## config.mk

```make
export PLATFORM = sky130hd
export DESIGN_NAME = move_input_ctrl_flat
export DESIGN_NICKNAME = d
export VERILOG_FILES = /design/src/rtl/move_input_ctrl_if.sv /design/src/rtl/move_input_ctrl.sv /design/src/flat_wrapper.sv
export SDC_FILE = /design/constraint.sdc
export NUM_CORES = 1
export LEC_CHECK = 0
export ABC_AREA = 1
export BUFFER_PORTS_ARGS = -buffer_cell sky130_fd_sc_hd__buf_4
export CORE_ASPECT_RATIO = 1.25
export CORE_MARGIN = 8
export CORE_UTILIZATION = 56
export DETAILED_ROUTE_END_ITERATION = 7
export HOLD_SLACK_MARGIN = 0.02
export PLACE_DENSITY = 0.76
export SLEW_MARGIN = 15
export SYNTH_ARGS = -nofsm -noshare
export SYNTH_HDL_FRONTEND = slang
export SYNTH_SLANG_ARGS = --single-unit
```

## constraint.sdc

```tcl
create_clock -name clock -period 1.4 [get_ports clock]
set_input_delay 0.28 -clock clock [delete_from_list [all_inputs] [get_ports clock]]
set_output_delay 0.28 -clock clock [all_outputs]
set_load 0.03 [all_outputs]
```

## src/rtl/move_input_ctrl_if.sv

```systemverilog
// Player-input bus: key inputs, move handshake toward control, and status outputs.
interface move_input_ctrl_if #(
  parameter int N_KEYS = 4
);
  logic              enable;
  logic [N_KEYS-1:0] keys_n;
  logic              move_ready;
  logic              move_valid;
  logic [N_KEYS-1:0] move;
  logic [N_KEYS-1:0] key_state;
  logic              tick;
  logic              overflow;

  modport master (
    output enable, keys_n, move_ready,
    input  move_valid, move, key_state, tick, overflow
  );

  modport slave (
    input  enable, keys_n, move_ready,
    output move_valid, move, key_state, tick, overflow
  );
endinterface

```

## src/rtl/move_input_ctrl.sv

```systemverilog
// Key front end: sync, tick-based debounce, one one-hot move per press under valid/ready.
// Optional auto-repeat of a single held key is enabled by defining MOVE_AUTO_REPEAT_EN.
module move_input_ctrl #(
  parameter int N_KEYS         = 4,
  parameter int TICK_DIV       = 50000,
  parameter int DEBOUNCE_TICKS = 10,
  parameter int REPEAT_TICKS   = 300,
  parameter int CNT_W          = 16
) (
  input  logic            clock,
  input  logic            reset,
  move_input_ctrl_if.slave bus
);
  localparam logic [CNT_W-1:0] TICK_LAST = CNT_W'(TICK_DIV - 1);
  localparam logic [CNT_W-1:0] DB_LAST   = CNT_W'(DEBOUNCE_TICKS - 1);

  logic [N_KEYS-1:0] r_sync1, r_sync2, r_key_state_d, r_move;
  logic [N_KEYS-1:0] w_key_state, w_rise, w_evt_vec, w_evt_onehot;
  logic [CNT_W-1:0]  r_tick_cnt;
  logic              r_move_valid, r_overflow;
  logic              w_tick, w_evt;

  always_ff @(posedge clock) begin
    if (reset) begin
      r_sync1 <= '0;
      r_sync2 <= '0;
    end else begin
      r_sync1 <= ~bus.keys_n;
      r_sync2 <= r_sync1;
    end
  end

  assign w_tick = bus.enable && (r_tick_cnt == TICK_LAST);

  always_ff @(posedge clock) begin
    if (reset) begin
      r_tick_cnt <= '0;
    end else if (bus.enable) begin
      r_tick_cnt <= w_tick ? '0 : r_tick_cnt + CNT_W'(1);
    end
  end

  // Each key accepts a new level only after DEBOUNCE_TICKS consecutive disagreeing ticks.
  genvar gi;
  generate
    for (gi = 0; gi < N_KEYS; gi++) begin : g_db
      logic [CNT_W-1:0] r_db_cnt;
      logic             r_level;

      always_ff @(posedge clock) begin
        if (reset) begin
          r_db_cnt <= '0;
          r_level  <= 1'b0;
        end else if (w_tick) begin
          if (r_sync2[gi] == r_level) begin
            r_db_cnt <= '0;
          end else if (r_db_cnt == DB_LAST) begin
            r_level  <= ~r_level;
            r_db_cnt <= '0;
          end else begin
            r_db_cnt <= r_db_cnt + CNT_W'(1);
          end
        end
      end

      assign w_key_state[gi] = r_level;
    end
  endgenerate

  always_ff @(posedge clock) begin
    if (reset) begin
      r_key_state_d <= '0;
    end else begin
      r_key_state_d <= w_key_state;
    end
  end

  assign w_rise = w_key_state & ~r_key_state_d;

`ifdef MOVE_AUTO_REPEAT_EN
  localparam logic [CNT_W-1:0] RPT_LIM = CNT_W'(REPEAT_TICKS);

  logic [CNT_W-1:0] r_rpt_cnt;
  logic             w_held_one, w_rpt_hit;

  assign w_held_one = $onehot(w_key_state);
  assign w_rpt_hit  = bus.enable && w_held_one && (r_rpt_cnt == RPT_LIM);
  assign w_evt_vec  = bus.enable ? (w_rise | (w_rpt_hit ? w_key_state : '0)) : '0;

  always_ff @(posedge clock) begin
    if (reset) begin
      r_rpt_cnt <= '0;
    end else if (w_evt || !w_held_one) begin
      r_rpt_cnt <= '0;
    end else if (w_tick) begin
      r_rpt_cnt <= r_rpt_cnt + CNT_W'(1);
    end
  end
`else
  assign w_evt_vec = bus.enable ? w_rise : '0;
`endif

  // Isolate the lowest set bit so simultaneous presses yield a single move.
  assign w_evt_onehot = w_evt_vec & (~w_evt_vec + N_KEYS'(1));
  assign w_evt        = |w_evt_vec;

  always_ff @(posedge clock) begin
    if (reset) begin
      r_move_valid <= 1'b0;
      r_move       <= '0;
      r_overflow   <= 1'b0;
    end else begin
      r_overflow <= 1'b0;
      if (w_evt) begin
        if (!r_move_valid || bus.move_ready) begin
          r_move_valid <= 1'b1;
          r_move       <= w_evt_onehot;
        end else begin
          r_overflow <= 1'b1;
        end
      end else if (r_move_valid && bus.move_ready) begin
        r_move_valid <= 1'b0;
        r_move       <= '0;
      end
    end
  end

  assign bus.move_valid = r_move_valid;
  assign bus.move       = r_move;
  assign bus.key_state  = w_key_state;
  assign bus.tick       = w_tick;
  assign bus.overflow   = r_overflow;
endmodule

```

## src/flat_wrapper.sv

```systemverilog
// flat-port wrapper written by rule: the top's interface ports become plain ports
module move_input_ctrl_flat 
#(
  parameter int N_KEYS         = 4,
  parameter int TICK_DIV       = 50000,
  parameter int DEBOUNCE_TICKS = 10,
  parameter int REPEAT_TICKS   = 300,
  parameter int CNT_W          = 16
)
  (clock, reset, bus_enable, bus_keys_n, bus_move_ready, bus_move_valid, bus_move, bus_key_state, bus_tick, bus_overflow);
  move_input_ctrl_if #(.N_KEYS(N_KEYS)) bus_i ();
  input  logic clock;
  input  logic reset;
  input wire logic [$bits(bus_i.enable)-1:0] bus_enable;
  input wire logic [$bits(bus_i.keys_n)-1:0] bus_keys_n;
  input wire logic [$bits(bus_i.move_ready)-1:0] bus_move_ready;
  output wire logic [$bits(bus_i.move_valid)-1:0] bus_move_valid;
  output wire logic [$bits(bus_i.move)-1:0] bus_move;
  output wire logic [$bits(bus_i.key_state)-1:0] bus_key_state;
  output wire logic [$bits(bus_i.tick)-1:0] bus_tick;
  output wire logic [$bits(bus_i.overflow)-1:0] bus_overflow;
  assign bus_i.enable = bus_enable;
  assign bus_i.keys_n = bus_keys_n;
  assign bus_i.move_ready = bus_move_ready;
  assign bus_move_valid = bus_i.move_valid;
  assign bus_move = bus_i.move;
  assign bus_key_state = bus_i.key_state;
  assign bus_tick = bus_i.tick;
  assign bus_overflow = bus_i.overflow;
  move_input_ctrl #(.N_KEYS(N_KEYS), .TICK_DIV(TICK_DIV), .DEBOUNCE_TICKS(DEBOUNCE_TICKS), .REPEAT_TICKS(REPEAT_TICKS), .CNT_W(CNT_W)) u_core (.clock(clock), .reset(reset), .bus(bus_i));
endmodule
```

==> results of run 1 <==
==> Yosys cell counts <==
cell type  number  area share
nand2_1       262        0.17
nor2_1        226        0.15
nand3_1       111       0.097
inv_1         107       0.070
dfxtp_1       102        0.36
a21oi_1        29       0.025
nand4_1        12       0.013
o21ai_0        12       0.011
buf_4          10       0.013
ha_1            9       0.020
nor3_1          6      0.0053
o21bai_1        6      0.0079
buf_2           5      0.0044
clkbuf_1        5      0.0033
xnor2_1         4      0.0061
xor2_1          4      0.0061
inv_2           3      0.0020
nand2_2         3      0.0033
nand3b_1        3      0.0039
nor3b_1         3      0.0039
buf_1           2      0.0013
buf_6           2      0.0039
clkinv_1        2      0.0013
nand3_2         2      0.0035
nor2_2          2      0.0022
nor2_4          2      0.0039
or2_2           2      0.0022
a31oi_1         1      0.0011
a41oi_1         1      0.0015
and3_1          1      0.0011
clkinv_4        1      0.0015
nor4_1          1      0.0011
o21ai_1         1     0.00088
==> stage by stage <==
step / area, sq um / worst slack (ns) / total power [W]
finish: 8170 / -0.452 / 0.00591
global route: 8170 / -0.467 / 0.00605
CTS: 7630 / -0.295 / 0.00583
detailed placement: 6630 / -0.198 / 0.00319
global placement: 6630 / -0.175 / 0.00319
floorplan: 5740 / -0.0424 / 0.00309
==> flip-flops by register name, summed over array words and instances (netlist names) <==
| signal | cells |
|---|---|
| u_core.r_tick_cnt | 16 |
| u_core.bus.move_valid | 1 |
| u_core.r_sync2 | 4 |
| u_core.bus.move | 4 |
| u_core.g_db.r_db_cnt | 64 |
| u_core.r_key_state_d | 4 |
| u_core.r_sync1 | 4 |
| u_core.g_db.r_level | 4 |
| u_core.bus.overflow | 1 |
==> kinds of logic after synthesis <==
kind of cell / count (synthesis)
xor gates and xnor gates: 8
and+or+nand+nor: 636
adders and majority gates: 9
DFF: 102
AOI/OAI and AO/OA: 50
buffers and inverters: 137
==> power by group <==
group | leakage [nW] | internal, W | switching, W
clock network | 0.151 | 0.00152 | 0.00115
logic | 2.20 | 0.000114 | 0.000192
registers | 0.828 | 0.00291 | 0.0000108
total | 3.18 | 0.00455 | 0.00136
==> worst max-delay path, stage by stage, from the launching register on <==
cell,delay [ns]
dfxtp_2,0.35
buf_6,0.10
nand2_2,0.07
inv_2,0.10
nand4_1,0.18
nor2_4,0.17
buf_6,0.13
buf_6,0.12
==> routing by layer <==
| layer | global-route usage | wire length (um) | vias to the layer above |
|---|---|---|---|
| met3 | 0.0430 | 1710 | 147 |
| li1 | - | - | 3184 |
| met1 | 0.278 | 7420 | 3183 |
| met2 | 0.448 | 10100 | 448 |
| met4 | 0.147 | 1420 | 0 |
| met5 | 0 | 0 | - |
==> timing repair <==
action                                  in CTS  in global routing
resized for setup                          134                140
pin swaps                                   33                 49
gates cloned                                 4                  2
endpoints found under the setup margin      79                 83
buffers inserted                            12                  7
==> cell type report <==
type / count / area share
Clock buffer: 12 / 0.0326
Clock inverter: 3 / 0.00521
Inverter: 113 / 0.0577
Multi-Input combinational cell: 704 / 0.472
Sequential cell: 102 / 0.252
Tap cell: 129 / 0.0198
Timing Repair Buffer: 136 / 0.161
==> worst max-delay path by stage <==
stage                                        from                           endpoint  slack [ns]  cells after the start
4_1_cts        u_core.r_tick_cnt[14]$_SDFFE_PP0P_                           bus_tick       -0.30                      7
2_1_floorplan   u_core.r_tick_cnt[1]$_SDFFE_PP0P_                           bus_tick       -0.04                      6
6_report        u_core.r_tick_cnt[8]$_SDFFE_PP0P_                           bus_tick       -0.45                      7
3_3_place_gp                           bus_enable  u_core.r_tick_cnt[9]$_SDFFE_PP0P_       -0.18                      7
5_1_grt        u_core.r_tick_cnt[11]$_SDFFE_PP0P_                           bus_tick       -0.47                      5
3_5_place_dp    u_core.r_tick_cnt[1]$_SDFFE_PP0P_  u_core.r_tick_cnt[9]$_SDFFE_PP0P_       -0.20                      8
==> summary.txt, run 1 <==
Seq. cell area = 2060 sq um
Final setup viols = 82
Initial antenna violation count = 0
Final wirelength = 20600 um
Core ar. = 10000 sq um
1st-iter DRT viols = 630
Clock Pin Slew Worst Setup and Hold Paths = 0.07 ns
Ant. Diodes = 0
Vias in the first global route = 6190
Via-to-Cell Ratio = 5.81
Fill cells = 639
GR Overflow Total = 0
Clock Latency Late Sink = 0.36 ns
Post-Synth Simple-Gate Area = 0.462
Critical Path RT = 1.12 ns
PortBufs = 18
Distinct cell type count after synthesis = 33
Pleak = 3.18 nW
Syn Nets = 959
Seq/Total Area, Yosys = 0.358
Wire length per cell = 17.2 um
Cells after Synth = 942
Worst hold margin = 0.0662 ns
# IOs = 19
Reg2Reg Setup Slack = -0.40 ns
Placement Rows = 41
Hold buffer count at cts = 0
HP Start = bus_keys_n[3]
Power Dens Cells = 723 nW/um^2
Arr. time, crit path = 1.57 ns
Post-route ant nets = 0
Most frequent cells in the layout = nand2_1, nor2_1, inv_1, buf_4, dfxtp_1
Post-Place Cells = 1162
Worst reg-to-reg path cell count = 9
VDD IR max = 0.735 mV
Vias after detailed routing = 6962
Critical Path Fanout Max = 3
CP Launch Type = flop
Max clock buf depth = 2
Total track usage = 0.252
Root Driver = clkbuf_16
DR DRC count = 0
TritonRoute pass-1 iters = 6
Final Critical Period = 1.85 ns
Pin count of the biggest net entering global routing = 19
End of the worst hold path = u_core.r_sync1[3]$_SDFF_PP0_
Critical path type = flop to output pin
Clock skew = 0.0137 ns
Gpl congestion = 0.899
Finished Layout Cells = 1199
Worst-Margin Slew = 0.375 ns
CTS buffer count = 9
Post-synthesis adder-cell area fraction = 0.0197
Post-synthesis register bit count = 102
Global-route wire length before repair = 28400 um
Max Fclk = 0.540 GHz
Compound-Gate Fraction of Synth Area = 0.0473
Failing checks = setup timing
Die width = 106 um
Max-slew violation count = 0
Mean post-synth cell area = 6.06 sq um
Initial Util = 0.571
Layout Area Growth over Synthesis = 43.1%
Post-synthesis mux area share = 0
Max-Cap Viols = 0
HP Class = input port to flop
CTS tree = built
Setup TNS = -23.54 ns
CP endpoint kind = output pin
Final period utilization = 1.32
Dpl hpwl = 10700 um
Worst Slack Setup Final = -0.452 ns
Commonest non-fill, non-tap cell in the layout = nand2_1
Main combinational cell family by area after synthesis = simple AND/OR/NAND/NOR gates
Final hold vios = 0
Outcome = finished, violations left
Yosys warnings = 0
Slew margin rel. = 0.748
RSZ-0062 raised after global routing = yes
H-tree levels = 3
Final #Nets = 1083
Mapped cell area = 5710 sq um
Die height = 129 um
Fin util = 0.817
Synth Area in XOR/XNOR = 0.0123
Multi-input logic area = 3860 sq um
Worst R2R Start = u_core.g_db[2].r_db_cnt[1]$_SDFFE_PP0N_
TritonCTS Sinks = 102
Crit Reg-Reg Endpoint = u_core.g_db[2].r_db_cnt[3]$_SDFFE_PP0N_
Worst Hold Depth = 2
Layout cells sized above 1 = 0.301
Die Footprint = 13700 sq um
(Power assumes the default switching activity.)
==> run 2: changes to the inputs <==
- REMOVE_ABC_BUFFERS: unset -> 1
==> run 2 against run 1 <==
Compared with the run above: the flow still finishes with violations (setup timing); sequential power is essentially flat; non-clock buffer count grew 10; core utilization shrank 2.6 points; sequential cell count is the same; count of clock-buffer cells in the layout shrank 2; critical path type is now flop to flop.
==> summary.txt, run 2 (same netlist as run 1, synthesis figures left out) <==
Outcome = finished, violations left
Failing checks = setup timing
Dpl hpwl = 10600 um
Root Driver = clkbuf_16
Vias after detailed routing = 6850
Placement Rows = 41
Layout cells sized above 1 = 0.253
RSZ-0062 raised after global routing = yes
HP Start = bus_keys_n[1]
Final Critical Period = 1.82 ns
Ant. Diodes = 0
Commonest non-fill, non-tap cell in the layout = nand2_1
Power Dens Cells = 757 nW/um^2
Internal Power = 0.00464 W
Core ar. = 10000 sq um
Capture point of the worst path = u_core.g_db[0].r_db_cnt[13]$_SDFFE_PP0N_
Vias in the first global route = 6332
Fill cells = 663
Comb power frac = 0.046
Sequential Power Share = 0.489
Global-route wire length before repair = 29300 um
Crit Reg-Reg Endpoint = u_core.g_db[0].r_db_cnt[13]$_SDFFE_PP0N_
Final #Nets = 1092
Clock power share = 0.465
Total track usage = 0.262
Worst-Margin Slew = 0.466 ns
Gpl congestion = 0.879
HP Class = input port to flop
Hold buffer count at cts = 0
VDD IR max = 0.711 mV
Slew margin rel. = 0.686
Clock Latency Late Sink = 0.35 ns
Max clock buf depth = 2
Post-route ant nets = 0
# IOs = 19
Worst reg-to-reg path cell count = 11
Via-to-Cell Ratio = 5.67
Die Footprint = 13700 sq um
Max Fclk = 0.550 GHz
Max-Cap Viols = 0
DR DRC count = 0
Most frequent cells in the layout = nand2_1, nor2_1, buf_4, inv_1, dfxtp_1
Clock skew = 0.0105 ns
CTS buffer count = 9
Initial antenna violation count = 0
Max-slew violation count = 0
TritonRoute pass-1 iters = 6
Wire length per cell = 16.2 um
Net Sw Power = 0.00135 W
TritonCTS Sinks = 102
Largest register FFs = 64
Pin count of the biggest net entering global routing = 25
Critical path type = flop to flop
Critical Path Fanout Max = 12
GR Overflow Total = 0
Clock Pin Slew Worst Setup and Hold Paths = 0.08 ns
Worst setup startpoint = u_core.r_tick_cnt[5]$_SDFFE_PP0P_
Overall Power = 0.00599 W
Setup TNS = -21.02 ns
CP endpoint kind = flop
Worst Slack Setup Final = -0.420 ns
Reg2Reg Setup Slack = -0.42 ns
Die width = 106 um
Final setup viols = 83
Final period utilization = 1.30
1st-iter DRT viols = 666
CP Launch Type = flop
Sw Ratio = 0.225
CTS tree = built
Initial Util = 0.571
Worst R2R Start = u_core.r_tick_cnt[5]$_SDFFE_PP0P_
Arr. time, crit path = 2.11 ns
Top Registers = u_core.g_db.r_db_cnt: 64 flops, u_core.r_tick_cnt: 16 flops
Final hold vios = 0
H-tree levels = 3
Critical Path RT = 1.69 ns
Layout Area Growth over Synthesis = 38.6%
Pleak = 3.21 nW
Largest Register = u_core.g_db.r_db_cnt
PortBufs = 18
Die height = 129 um
Final wirelength = 19600 um
[run 2: cell count changes in the layout (fill, tap and decap cells not counted), sizes merged]
cell / previous run / this run
buf: 135 / 144
clkbuf: 13 / 11
clkinv: 6 / 4
clkinvlp: 1 / 3
bufbuf: 0 / 1
bufinv: 1 / 2
inv: 108 / 109
nor2: 231 / 230
[run 2: worst min path at each step]
stage | end | slack, ns | depth (start not counted)
floorplan | u_core.r_sync1[0]$_SDFF_PP0_ | 0.35 | 1
global placement | u_core.r_sync2[2]$_SDFF_PP0_ | 0.39 | 2
detailed placement | u_core.r_sync2[1]$_SDFF_PP0_ | 0.40 | 2
CTS | u_core.r_sync1[1]$_SDFF_PP0_ | 0.06 | 2
global route | u_core.r_sync1[0]$_SDFF_PP0_ | 0.07 | 2
finish | u_core.r_sync1[1]$_SDFF_PP0_ | 0.07 | 2
[run 2: metrics by stage]
stage,hold WS (ns),util,setup WS [ns],cells,cell area (sq um)
floorplan,0.347,-,-0.780,918,5560
global placement,0.389,0.665,-0.230,1168,6660
detailed placement,0.398,0.665,-0.321,1168,6660
CTS,0.0626,0.767,-0.372,1200,7670
global route,0.0684,0.791,-0.480,1208,7910
finish,0.0665,0.791,-0.420,1208,7910
[run 2: cell type report]
type | instances | area, sq um | share of cell area
Timing Repair Buffer | 146 | 1370 | 0.173
Multi-Input combinational cell | 703 | 3560 | 0.450
Clock buffer | 10 | 239 | 0.0302
Clock inverter | 5 | 83.8 | 0.0106
Tap cell | 129 | 161 | 0.0204
Inverter | 113 | 448 | 0.0566
Sequential cell | 102 | 2050 | 0.259
[run 2: critical path, stage by stage, from the launching register on]
cell and delay (ns):
dfxtp_1 0.33, buf_4 0.16, inv_1 0.09, nand2_1 0.08, nor2_1 0.15, nand2_1 0.12
nor2_4 0.19, buf_12 0.17, nand3_1 0.11, nand2_1 0.10, nand2_1 0.09, nor2_2 0.15
[run 2: layer usage]
metal | vias up | GRT usage | routed length, um
met4 | 0 | 0.144 | 1260
li1 | 3212 | - | -
met5 | - | 0 | 0
met3 | 143 | 0.0510 | 1640
met1 | 3082 | 0.281 | 7150
met2 | 413 | 0.475 | 9580
[run 2: power groups by stage]
| stage | Combinational (W) | Sequential (W) | Clock (W) |
|---|---|---|---|
| floorplan | 0.0000811 | 0.00299 | 0 |
| CTS | 0.000246 | 0.00293 | 0.00276 |
| detailed placement | 0.000203 | 0.00299 | 0 |
| global route | 0.000293 | 0.00293 | 0.00289 |
| global placement | 0.000200 | 0.00299 | 0 |
| finish | 0.000274 | 0.00293 | 0.00279 |
[run 2: repair_timing]
| action | in CTS | in global routing |
|---|---|---|
| gates cloned | 6 | 1 |
| gates resized for setup | 123 | 47 |
| endpoints found under the setup margin | 80 | 85 |
| pin swaps | 39 | 17 |
| setup buffers | 12 | 9 |
